$ cat src/rtl/nv_nvdla_sdp_x2_op_pkg.sv
// Shared encodings for the SDP X2 operand unpacker: operand modes, FSM states, lane width.
package nv_nvdla_sdp_x2_op_pkg;

    localparam int LANE_W = 16;

    // Mode bit 0 = ALU operands present, bit 1 = MUL operands present.
    localparam logic [1:0] MODE_NONE       = 2'd0;
    localparam logic [1:0] MODE_SINGLE_ALU = 2'd1;
    localparam logic [1:0] MODE_SINGLE_MUL = 2'd2;
    localparam logic [1:0] MODE_PAIR       = 2'd3;

    localparam logic [0:0] ST_IDLE = 1'b0;
    localparam logic [0:0] ST_RUN  = 1'b1;

    function automatic logic [1:0] cfg_to_mode(input logic alu_en, input logic mul_en);
        return {mul_en, alu_en};
    endfunction

endpackage

$ cat src/rtl/nv_nvdla_sdp_x2_op_perf.sv
// Saturating 32-bit stall counter for the X2 operand unpacker (built only with NVDLA_SDP_X2_OP_PERF_EN).
module nv_nvdla_sdp_x2_op_perf (
    input  logic        nvdla_core_clk,
    input  logic        nvdla_core_rstn,
    input  logic        clr,
    input  logic        inc,
    output logic [31:0] stall_cnt
);

    always_ff @(posedge nvdla_core_clk or negedge nvdla_core_rstn) begin
        if (!nvdla_core_rstn) begin
            stall_cnt <= 32'd0;
        end else if (clr) begin
            stall_cnt <= 32'd0;
        end else if (inc && (stall_cnt != 32'hffff_ffff)) begin
            stall_cnt <= stall_cnt + 32'd1;
        end
    end

endmodule

$ cat src/rtl/nv_nvdla_sdp_x2_op_unpack.sv
// Splits X2 operand DMA words into independent ALU / MUL operand streams and counts beats per layer.
// Optional stall counter enabled by defining NVDLA_SDP_X2_OP_PERF_EN.
//
// state | meaning
// IDLE  | waiting for op_en; no input accepted
// RUN   | unpacking words until the beat after count == cfg_beat_num is accepted
module nv_nvdla_sdp_x2_op_unpack
    import nv_nvdla_sdp_x2_op_pkg::*;
#(
    parameter int THROUGHPUT = 2,
    parameter int CNT_W      = 24
) (
    input  logic                         nvdla_core_clk,
    input  logic                         nvdla_core_rstn,
    input  logic                         op_en,
    input  logic                         cfg_alu_en,
    input  logic                         cfg_mul_en,
    input  logic [CNT_W-1:0]             cfg_beat_num,
    input  logic [32*THROUGHPUT-1:0]     dma_rd_pd,
    input  logic                         dma_rd_pvld,
    output logic                         dma_rd_prdy,
    output logic [16*THROUGHPUT-1:0]     chn_alu_op,
    output logic                         chn_alu_op_pvld,
    input  logic                         chn_alu_op_prdy,
    output logic [16*THROUGHPUT-1:0]     chn_mul_op,
    output logic                         chn_mul_op_pvld,
    input  logic                         chn_mul_op_prdy,
    output logic                         op_done
`ifdef NVDLA_SDP_X2_OP_PERF_EN
    ,
    output logic [31:0]                  perf_stall_cnt
`endif
);

    localparam int BEAT_W = LANE_W * THROUGHPUT;
    localparam int WORD_W = 2 * BEAT_W;

    logic [0:0]        state;
    logic [1:0]        mode_r;
    logic [CNT_W-1:0]  beat_num_r;
    logic [CNT_W-1:0]  cnt;
    logic [WORD_W-1:0] hold_pd;
    logic              hold_vld;
    logic              half;
    logic              alu_taken;
    logic              mul_taken;

    logic              st_run;
    logic              mode_pair;
    logic [1:0]        start_mode;
    logic              op_start;
    logic              alu_acc;
    logic              mul_acc;
    logic              pair_done;
    logic              beat_acc;
    logic              last_beat;
    logic              hold_release;
    logic              rd_acc;
    logic [BEAT_W-1:0] pair_alu;
    logic [BEAT_W-1:0] pair_mul;
    logic [BEAT_W-1:0] single_beat;

    assign st_run     = (state == ST_RUN);
    assign mode_pair  = (mode_r == MODE_PAIR);
    assign start_mode = cfg_to_mode(cfg_alu_en, cfg_mul_en);
    assign op_start   = op_en & ~st_run;

    // In PAIR each stream drops its pvld once taken; in SINGLE only the enabled stream ever asserts.
    assign chn_alu_op_pvld = hold_vld & mode_r[0] & (~mode_pair | ~alu_taken);
    assign chn_mul_op_pvld = hold_vld & mode_r[1] & (~mode_pair | ~mul_taken);

    assign alu_acc   = chn_alu_op_pvld & chn_alu_op_prdy;
    assign mul_acc   = chn_mul_op_pvld & chn_mul_op_prdy;
    assign pair_done = hold_vld & (alu_taken | alu_acc) & (mul_taken | mul_acc);
    assign beat_acc  = mode_pair ? pair_done : (alu_acc | mul_acc);
    assign last_beat = beat_acc & (cnt == beat_num_r);

    // A last beat on half 0 also releases the word, discarding the unused high half.
    assign hold_release = mode_pair ? pair_done : (beat_acc & (half | last_beat));
    assign dma_rd_prdy  = st_run & (~hold_vld | hold_release) & ~last_beat;
    assign rd_acc       = dma_rd_pvld & dma_rd_prdy;

    always_comb begin
        pair_alu = '0;
        pair_mul = '0;
        for (int i = 0; i < THROUGHPUT; i++) begin
            pair_alu[i*LANE_W +: LANE_W] = hold_pd[(2*i)*LANE_W +: LANE_W];
            pair_mul[i*LANE_W +: LANE_W] = hold_pd[(2*i+1)*LANE_W +: LANE_W];
        end
    end

    assign single_beat = half ? hold_pd[WORD_W-1:BEAT_W] : hold_pd[BEAT_W-1:0];
    assign chn_alu_op  = mode_pair ? pair_alu : single_beat;
    assign chn_mul_op  = mode_pair ? pair_mul : single_beat;

    always_ff @(posedge nvdla_core_clk or negedge nvdla_core_rstn) begin
        if (!nvdla_core_rstn) begin
            state      <= ST_IDLE;
            mode_r     <= MODE_NONE;
            beat_num_r <= '0;
            cnt        <= '0;
            op_done    <= 1'b0;
        end else begin
            op_done <= 1'b0;
            if (op_start) begin
                mode_r     <= start_mode;
                beat_num_r <= cfg_beat_num;
                cnt        <= '0;
                if (start_mode == MODE_NONE) begin
                    op_done <= 1'b1;
                end else begin
                    state <= ST_RUN;
                end
            end else if (st_run && beat_acc) begin
                cnt <= cnt + CNT_W'(1);
                if (last_beat) begin
                    state   <= ST_IDLE;
                    op_done <= 1'b1;
                end
            end
        end
    end

    always_ff @(posedge nvdla_core_clk or negedge nvdla_core_rstn) begin
        if (!nvdla_core_rstn) begin
            hold_pd   <= '0;
            hold_vld  <= 1'b0;
            half      <= 1'b0;
            alu_taken <= 1'b0;
            mul_taken <= 1'b0;
        end else if (rd_acc) begin
            hold_pd   <= dma_rd_pd;
            hold_vld  <= 1'b1;
            half      <= 1'b0;
            alu_taken <= 1'b0;
            mul_taken <= 1'b0;
        end else if (hold_release) begin
            hold_vld  <= 1'b0;
            half      <= 1'b0;
            alu_taken <= 1'b0;
            mul_taken <= 1'b0;
        end else begin
            if (!mode_pair && beat_acc) begin
                half <= 1'b1;
            end
            if (mode_pair) begin
                alu_taken <= alu_taken | alu_acc;
                mul_taken <= mul_taken | mul_acc;
            end
        end
    end

`ifdef NVDLA_SDP_X2_OP_PERF_EN
    logic stall;

    assign stall = st_run & ((chn_alu_op_pvld & ~chn_alu_op_prdy) |
                             (chn_mul_op_pvld & ~chn_mul_op_prdy) |
                             (~hold_vld & ~dma_rd_pvld));

    nv_nvdla_sdp_x2_op_perf u_perf (
        .nvdla_core_clk  (nvdla_core_clk),
        .nvdla_core_rstn (nvdla_core_rstn),
        .clr             (op_start),
        .inc             (stall),
        .stall_cnt       (perf_stall_cnt)
    );
`endif

endmodule
$ cat config.mk
export PLATFORM = sky130hd
export DESIGN_NAME = nv_nvdla_sdp_x2_op_unpack
export DESIGN_NICKNAME = d
export VERILOG_FILES = /design/src/rtl/nv_nvdla_sdp_x2_op_pkg.sv /design/src/rtl/nv_nvdla_sdp_x2_op_perf.sv /design/src/rtl/nv_nvdla_sdp_x2_op_unpack.sv
export SDC_FILE = /design/constraint.sdc
export NUM_CORES = 1
export LEC_CHECK = 0
export CAP_MARGIN = 20
export CORE_MARGIN = 5
export CORE_UTILIZATION = 35
export CTS_CLUSTER_DIAMETER = 60
export DETAILED_ROUTE_END_ITERATION = 7
export GPL_TIMING_DRIVEN = 0
export HOLD_SLACK_MARGIN = 0.08
export PLACE_DENSITY = 0.69
export SYNTH_ARGS = -nofsm -noshare
export SYNTH_HDL_FRONTEND = slang
export SYNTH_SLANG_ARGS = --single-unit
$ cat constraint.sdc
create_clock -name nvdla_core_clk -period 2.8 [get_ports nvdla_core_clk]
set_clock_uncertainty 0.05 [all_clocks]
set_input_delay 0.28 -clock nvdla_core_clk [delete_from_list [all_inputs] [get_ports nvdla_core_clk]]
set_output_delay 0.28 -clock nvdla_core_clk [all_outputs]
set_load 0.02 [all_outputs]
* Word level (Yosys, flattened, before mapping) *
Cells that the tools add are included.

storage, ports and cells
  input port bits = 96
  word-level logic and storage cells = 77
  register bits after elaboration = 120

cells by class
  add/sub/neg operators = 1
  mux-type cells = 26
  equal/unequal tests = 3
  reductions and logical operators = 10
  bitwise operators = 27

operator list
  cell                                                              count
  32-bit 2-to-1 mux                                                 3
  24-bit 2-to-1 mux                                                 2
  24-bit by 1-bit adder with 24-bit output (second input constant)  1
  24-bit equality test                                              1
  1-bit 2-to-1 mux                                                  21
  1-bit bitwise AND                                                 14
  1-bit bitwise OR                                                  7
  1-bit NOT                                                         6
  2-bit nonzero test                                                3
  3-bit nonzero test                                                2
  3-bit AND reduction                                               1
  2-bit equality test (second input constant)                       1
  1-bit logical AND                                                 2
  2-bit logical NOT                                                 1
  2-bit != test (second input constant)                             1
  1-bit logical NOT                                                 1

* Longest topological paths before layout *
Gate-level depths: netlist of the first run.

  word-level depth = 18
  gate-level depth with buffers = 8

* Least setup slack after synthesis of the first run *
No wires, ideal clock.

  path kind = register to output
  start point = reg half
  end point = out chn_alu_op[10]
  cell stages (with the launch flop) = 6
  arrival time = 1.896 ns
  path buffers = 2
  data required time = 2.470 ns
  path slack = 0.574 ns
  cell sequence = dfrtp_1 clkbuf_1 inv_1 nor2_1 clkbuf_1 mux2_2

on the way
  longest elaborated chain between the ends = 2

RTL lines
  element                 line                              source
  start, declared         nv_nvdla_sdp_x2_op_unpack.sv:44   logic half;
  start signal, assigned  nv_nvdla_sdp_x2_op_unpack.sv:128  half <= 1'b0;
  start signal, assigned  nv_nvdla_sdp_x2_op_unpack.sv:134  half <= 1'b0;
  start signal, assigned  nv_nvdla_sdp_x2_op_unpack.sv:139  half <= 1'b0;
  32-bit 2-to-1 mux       nv_nvdla_sdp_x2_op_unpack.sv:92   assign single_beat = half ? hold_pd[WORD_W-1:BEAT_W] : hold_pd[BEAT_W-1:0];
  32-bit 2-to-1 mux       nv_nvdla_sdp_x2_op_unpack.sv:93   assign chn_alu_op = mode_pair ? pair_alu : single_beat;
  end, declared           nv_nvdla_sdp_x2_op_unpack.sv:22   output logic [16*THROUGHPUT-1:0] chn_alu_op,

No other way between the ends.

* Worst setup path in the final report of the first run *
  start point = reg mode_r[0]
  end point = out chn_mul_op[25]

on the way
  longest elaborated chain between the ends = 2

RTL lines
  element                 line                              source
  start, declared         nv_nvdla_sdp_x2_op_unpack.sv:39   logic [1:0] mode_r;
  start signal, assigned  nv_nvdla_sdp_x2_op_unpack.sv:106  mode_r <= start_mode;
  2-bit equality test     nv_nvdla_sdp_x2_op_unpack.sv:64   assign mode_pair = (mode_r == MODE_PAIR);
  32-bit 2-to-1 mux       nv_nvdla_sdp_x2_op_unpack.sv:94   assign chn_mul_op = mode_pair ? pair_mul : single_beat;
  end, declared           nv_nvdla_sdp_x2_op_unpack.sv:25   output logic [16*THROUGHPUT-1:0] chn_mul_op,

No other way between the ends.

==> results of run 1 <==
-- layer usage --
layer	track usage	vias up	share of wire
met1	0.252	2590	0.46
li1	-	2491	-
met4	0.0714	0	0.026
met2	0.286	155	0.48
met3	0.0377	35	0.042
met5	0	-	0
-- stage by stage --
step | hold slack (ns) | std cells | setup WS (ns)
after floorplan | -0.0656 | 601 | 0.574
after global placement | 0.431 | 993 | -3.67
after detailed placement | 0.123 | 994 | -0.636
after CTS | 0.248 | 1028 | 0.00116
after global routing | 0.291 | 1028 | 0.000710
final | 0.241 | 1028 | 0.0687
-- power by group through the flow --
stage	logic (mW)	clock network (mW)	registers (mW)
finish	4.22	2.41	2.77
global route	4.48	2.54	2.85
CTS	4.31	2.45	2.76
detailed placement	4.38	0	2.76
global placement	4.35	0	2.73
floorplan	2.56	0	2.61
-- state kept, by name, summed over array words and instances, names as in the netlist --
| name | flops |
|---|---|
| alu_taken | 1 |
| beat_num_r | 24 |
| cnt | 24 |
| half | 1 |
| hold_pd | 64 |
| hold_vld | 1 |
| mode_r | 2 |
| mul_taken | 1 |
| op_done | 1 |
| st_run | 1 |
-- cell families (layout without fill, tap and decap cells) --
| kind of cell | count (synthesis) | count (layout) | share of synthesized area |
|---|---|---|---|
| and+or+nand+nor | 186 | 186 | 0.128 |
| muxes | 134 | 134 | 0.244 |
| DFF | 120 | 120 | 0.469 |
| AOI/OAI and AO/OA | 89 | 89 | 0.0874 |
| buffers and inverters | 44 | 242 | 0.0323 |
| xor gates and xnor gates | 27 | 27 | 0.0370 |
| adders and majority gates | 1 | 1 | 0.00196 |
-- worst register-to-register path: stages (launching register included) --
cell and delay (ns):
dfrtp_1 0.31, clkbuf_2 0.17, nand4_1 0.26, nor4_1 0.70, o2111ai_1 0.37, or3_1 0.39
a21oi_1 0.14
-- synth_stat cells (all sizes together) --
cell type	instances	area, um^2
a2111oi	1	27.5
a211o	1	8.76
a211oi	2	15.0
a21o	1	7.51
a21oi	11	55.1
a2bb2oi	1	8.76
a31o	1	8.76
a31oi	2	12.5
and2	5	31.3
and3	3	18.8
buf	14	92.6
clkbuf	21	80.1
dfrtp	120	3000
ha	1	12.5
inv	9	33.8
mux2	96	1180
mux2i	38	380
nand2	127	477
nand3	8	40.0
nand4	11	68.8
nand4b	2	17.5
nor2	9	33.8
nor2b	1	6.26
nor3	3	15.0
nor3b	1	7.51
nor4	5	31.3
o2111ai	3	26.3
o211a	1	10.0
o211ai	9	67.6
o21ai	44	220
o21ba	1	10.0
o22ai	2	12.5
o31ai	8	60.1
o32ai	1	8.76
or2	2	12.5
or3	7	43.8
or4	2	15.0
xnor2	9	78.8
xor2	18	158
-- what timing repair did --
action,4_1_cts,5_1_grt
setup buffers,3,0
pin swaps,1,0
endpoints found under the hold margin,29,0
endpoints found under the setup margin,65,23
gates resized for setup,46,24
hold buffers,1,0
-- path summary, 6_finish.rpt --
kind / from / end / slack [ns] / cells past startpoint
max: mode_r[0] / chn_mul_op[25] / 0.07 / 5
min: nvdla_core_rstn / beat_num_r[7] / 0.24 / 2
max reg2reg: cnt[3] / cnt[18] / 0.32 / 6
min reg2reg: beat_num_r[3] / beat_num_r[3] / 0.44 / 2
max in group asynchronous: nvdla_core_rstn / hold_pd[32] / 1.68 / 3
min in group nvdla_core_clk: cfg_beat_num[16] / beat_num_r[16] / 0.33 / 3
-- final cells by class --
| class | instances | area, um^2 | share of cell area |
|---|---|---|---|
| sequential | 120 | 3000 | 0.329 |
| clock buffer | 20 | 447 | 0.0489 |
| timing repair buffer | 168 | 1720 | 0.189 |
| multi-input combinational | 437 | 3220 | 0.353 |
| clock inverter | 12 | 198 | 0.0217 |
| inverter | 9 | 33.8 | 0.00370 |
| tap | 229 | 287 | 0.0314 |
| buffer | 33 | 216 | 0.0237 |
==> run metrics, run 1 <==
Util after Layout 0.508; Internal 6.08 mW; Slew @ Worst Pin 0.813 ns; Hold WC Path Type in2async; Comb power frac 0.449; first-pass GRT wire length 30.9 mm; total nets after synthesis 698; Clock Latency Late Sink 0.42 ns; core area 0.0180 mm^2; switch share 0.354; Final TNS setup 0 ns; Worst-path clk slew 0.05 ns; Final Instance Area 0.00913 mm^2; syn_area_per_cell 10.6 um^2; Data arrival, critical path 2.40 ns; die area 0.0211 mm^2; Cell Area, Placed 0.00835 mm^2; CTS tree built; CTS buffer count 17; min Tclk post-route 2.73 ns; DRT antenna net count 0; outcome completed; Achievable Freq 366 MHz; cell row count 49; # DRC 0; grt ovf 0; Seq/Total Area, Yosys 0.469; clock share of power 0.257; Crit-path slowest cell clkdlybuf4s50_1; CP max stage delay 0.54 ns; CP delay by family, top buffers and inverters; die width 145 um; Sink Count 120; GRT Total Usage 0.184; First-pass DRT Iterations 5; commonest non-fill, non-tap cell in the layout nand2_1; Syn Inst Count 601; Critical Path RT 2.47 ns; Synth Cell Area 0.00640 mm^2; Pwr per Cell Area 1030 mW/mm^2; max-slew violation count 0; Buf/Inv on CP 2; total number of vias 5271; Worst Setup Path Type reg2out; initial DRC count 258; slew margin rel. 0.456; leak pwr 4.20 nW; final wirelength 19.6 mm; synth unique cells 44; Longest Clk Path Bufs 2; final hold violations 0; Max Cap Viol 0; FF+latch count, synth 120; share of cells above drive strength 1 0.203; initial antenna violation count 0; post-DR vias/cell 5.13; crit path cell chain and2_2 -> nor2_4 -> clkbuf_8 -> mux2_2 -> clkdlybuf4s50_1; Wirelength per Cell 19.0 um; Worst VDD drop 552 uV; crit-path max FO 10; vias in the first global route 5484; # setup viols final 0; RSZ-0062 raised after global routing no; Net Switching 3.33 mW; NumNets Final 883; kind of end point of the critical path output port; part of the power in registers 0.294; number of fill cells in the layout 1630; ant diodes 0; CP Launch Type flip-flop; commonest non-fill, non-tap cells in the layout nand2_1 (127), clkdlybuf4s50_1 (121), dfrtp_1 (119), mux2_2 (69), o21ai_0 (44); largest net degree at the start of global routing 92; area delta synth->final 42.6%; Starting Density 0.356; crit share post-route 0.975; routability cong. 0.830; Syn. warnings 0; total power 9.40 mW; htree depth 4; Port Buffers 163; root buf cell clkbuf_16; DP Wirelength 14.0 mm; I/O pin cnt 164; Die H 145 um
Power figures use the tool's default switching activity.
==> run 2, diff against run 1 <==
- CORE_UTILIZATION: 35 -> 33
- DONT_BUFFER_PORTS: not set -> 1
- PLACE_DENSITY: 0.69 -> 0.56
- TNS_END_PERCENT: not set -> 30
==> run 2 against run 1 <==
Compared with the run above:
- the run now ends with hold timing left
- via count down 3.0%
- non-clock buffer count down 75
- hold slack got worse by 0.73 ns
- power down 13%
- cell count fell by 3.6%
- final area shrank 9.1%
- critical endpoint is now chn_mul_op[13]
- largest cell class unchanged
==> run metrics, run 2 (same netlist as run 1, synthesis figures left out) <==
# setup viols final 0 (unchanged); GRT Total Usage 0.173 (-0.0113); Hold WC Path Type in2async; Worst VDD drop 427 uV (-23%); Final Instance Area 0.00830 mm^2 (-9.1%); Port Buffers 0 (-100%); Pwr per Cell Area 989 mW/mm^2 (-4.0%); slew margin rel. 0.383 (-0.0730); Util after Layout 0.431 (-0.0775); largest net degree at the start of global routing 121 (+32%); number of fill cells in the layout 1843 (+13%); post-DR vias/cell 5.16 (+0.62%); Slew @ Worst Pin 0.916 ns (+0.103 ns); outcome finished with violations; switch share 0.394 (+0.0399); leak pwr 3.62 nW (-14%); core area 0.0193 mm^2 (+7.3%); routability cong. 0.853 (+2.8%); Achievable Freq 368 MHz (+0.61%); Internal 4.98 mW (-18%); DRT antenna net count 0 (unchanged); Worst Setup Path Type reg2out; failing checks hold timing; part of the power in registers 0.335 (+0.041); initial antenna violation count 2 (+2); commonest non-fill, non-tap cells in the layout nand2_1 (127), dfrtp_1 (120), dlygate4sd3_1 (91), mux2_2 (69), o21ai_0 (40); Net Switching 3.23 mW (-2.9%); Wirelength per Cell 19.5 um (+2.6%); final wirelength 19.3 mm (-1.1%); Starting Density 0.332 (-0.0242); area delta synth->final 29.7%; Cell Count, Final, Fillers Out 991 (-3.6%); Critical Path RT 2.47 ns (about the same); die area 0.0223 mm^2 (+5.6%); max-slew violation count 0 (unchanged); Die H 149 um (+2.8%); share of cells above drive strength 1 0.218 (+0.0155); placed cell count 866 (-13%); I/O pin cnt 164 (unchanged); First-pass DRT Iterations 4 (-1); DP Wirelength 13.6 mm (-3.1%); die width 149 um (+2.8%); clock share of power 0.277 (+0.020); CTS tree built; # DRC 0 (unchanged); CP Launch Type flip-flop; Clock Latency Late Sink 0.42 ns (about the same); top flop regs hold_pd x64, beat_num_r x24, cnt x24; CTS Hold Bufs 91 (+90); Data arrival, critical path 2.38 ns (-0.02 ns); initial DRC count 280 (+8.5%); vias in the first global route 5422 (-1.1%); min Tclk post-route 2.71 ns (-0.0166 ns); kind of end point of the critical path output port; WHS -0.488 ns (-0.729 ns); htree depth 4 (unchanged); Sink Count 120 (unchanged); crit share post-route 0.970 (-0.00592); Largest Register hold_pd; Comb power frac 0.388 (-0.061); root buf cell clkbuf_16; post-CTS setup buffers 0 (-3); total number of vias 5113 (-3.0%); commonest non-fill, non-tap cell in the layout nand2_1; grt ovf 0 (unchanged); Max Cap Viol 0 (unchanged); NumNets Final 808 (-8.5%); crit-path max FO 10 (unchanged); total power 8.21 mW (-13%); RSZ-0062 raised after global routing yes; max reg flops 64 (unchanged); Longest Clk Path Bufs 2 (unchanged); Cell Area, Placed 0.00673 mm^2 (-19%); CTS buffer count 17 (unchanged); first-pass GRT wire length 29.7 mm (-3.7%); final hold violations 120 (+120); Worst-path clk slew 0.06 ns (about the same); cell row count 51 (+4.1%)
[run 2: final timing paths]
path	from	to	slack [ns]	cells after the start
hold reg to reg	beat_num_r[14]	beat_num_r[14]	0.45	2
max in group asynchronous	nvdla_core_rstn	cnt[19]	2.92	0
min in group nvdla_core_clk	chn_mul_op_prdy	mul_taken	0.16	2
setup / recovery	mode_r[0]	chn_mul_op[13]	0.09	5
hold / removal	nvdla_core_rstn	hold_pd[59]	-0.49	0
setup reg to reg	cnt[16]	hold_pd[26]	0.26	7
[run 2: power groups by stage]
| stage | Combinational [mW] | Clock (mW) | Sequential, mW |
|---|---|---|---|
| 2_1_floorplan | 2.56 | 0 | 2.61 |
| 3_3_place_gp | 2.99 | 0 | 2.71 |
| 3_5_place_dp | 3.02 | 0 | 2.76 |
| 4_1_cts | 3.17 | 2.32 | 2.73 |
| 5_1_grt | 3.36 | 2.40 | 2.82 |
| 6_report | 3.19 | 2.27 | 2.75 |
[run 2: layout make-up]
| type | count | area [um^2] | area share |
|---|---|---|---|
| Multi-Input combinational cell | 437 | 3210 | 0.387 |
| Sequential cell | 120 | 3000 | 0.362 |
| Timing Repair Buffer | 91 | 911 | 0.110 |
| Clock buffer | 18 | 439 | 0.0529 |
| Tap cell | 265 | 332 | 0.0400 |
| Buffer | 35 | 194 | 0.0234 |
| Clock inverter | 14 | 173 | 0.0208 |
| Inverter | 9 | 33.8 | 0.00407 |
| Antenna cell | 2 | 5.00 | 0.000603 |
[run 2: metrics by stage]
step / TNS (ns) / setup slack (ns)
floorplan: 0 / 0.574
global placement: -0.689 / -0.0853
detailed placement: -0.795 / -0.0959
CTS: -0.0551 / -0.0193
global route: -0.0529 / -0.0203
finish: 0 / 0.0853
[run 2: what timing repair did]
item | CTS | global route
setup endpoints to repair | 58 | 23
hold endpoints to repair | 212 | 120
resized for setup | 17 | 8
[run 2: layer usage]
layer | routed length (um) | vias up | part of all wire | global-route usage
li1 | - | 2344 | - | -
met3 | 1360 | 44 | 0.070 | 0.0514
met4 | 617 | 0 | 0.032 | 0.0741
met2 | 9430 | 206 | 0.49 | 0.286
met1 | 7940 | 2519 | 0.41 | 0.209
met5 | 0 | - | 0 | 0
[run 2: critical path, cell delays in order, from the launching register on]
cell and delay (ns):
dfrtp_1 0.45, and2_1 0.20, clkbuf_2 0.16, clkbuf_2 0.21, clkbuf_2 0.26, o21ai_0 0.67
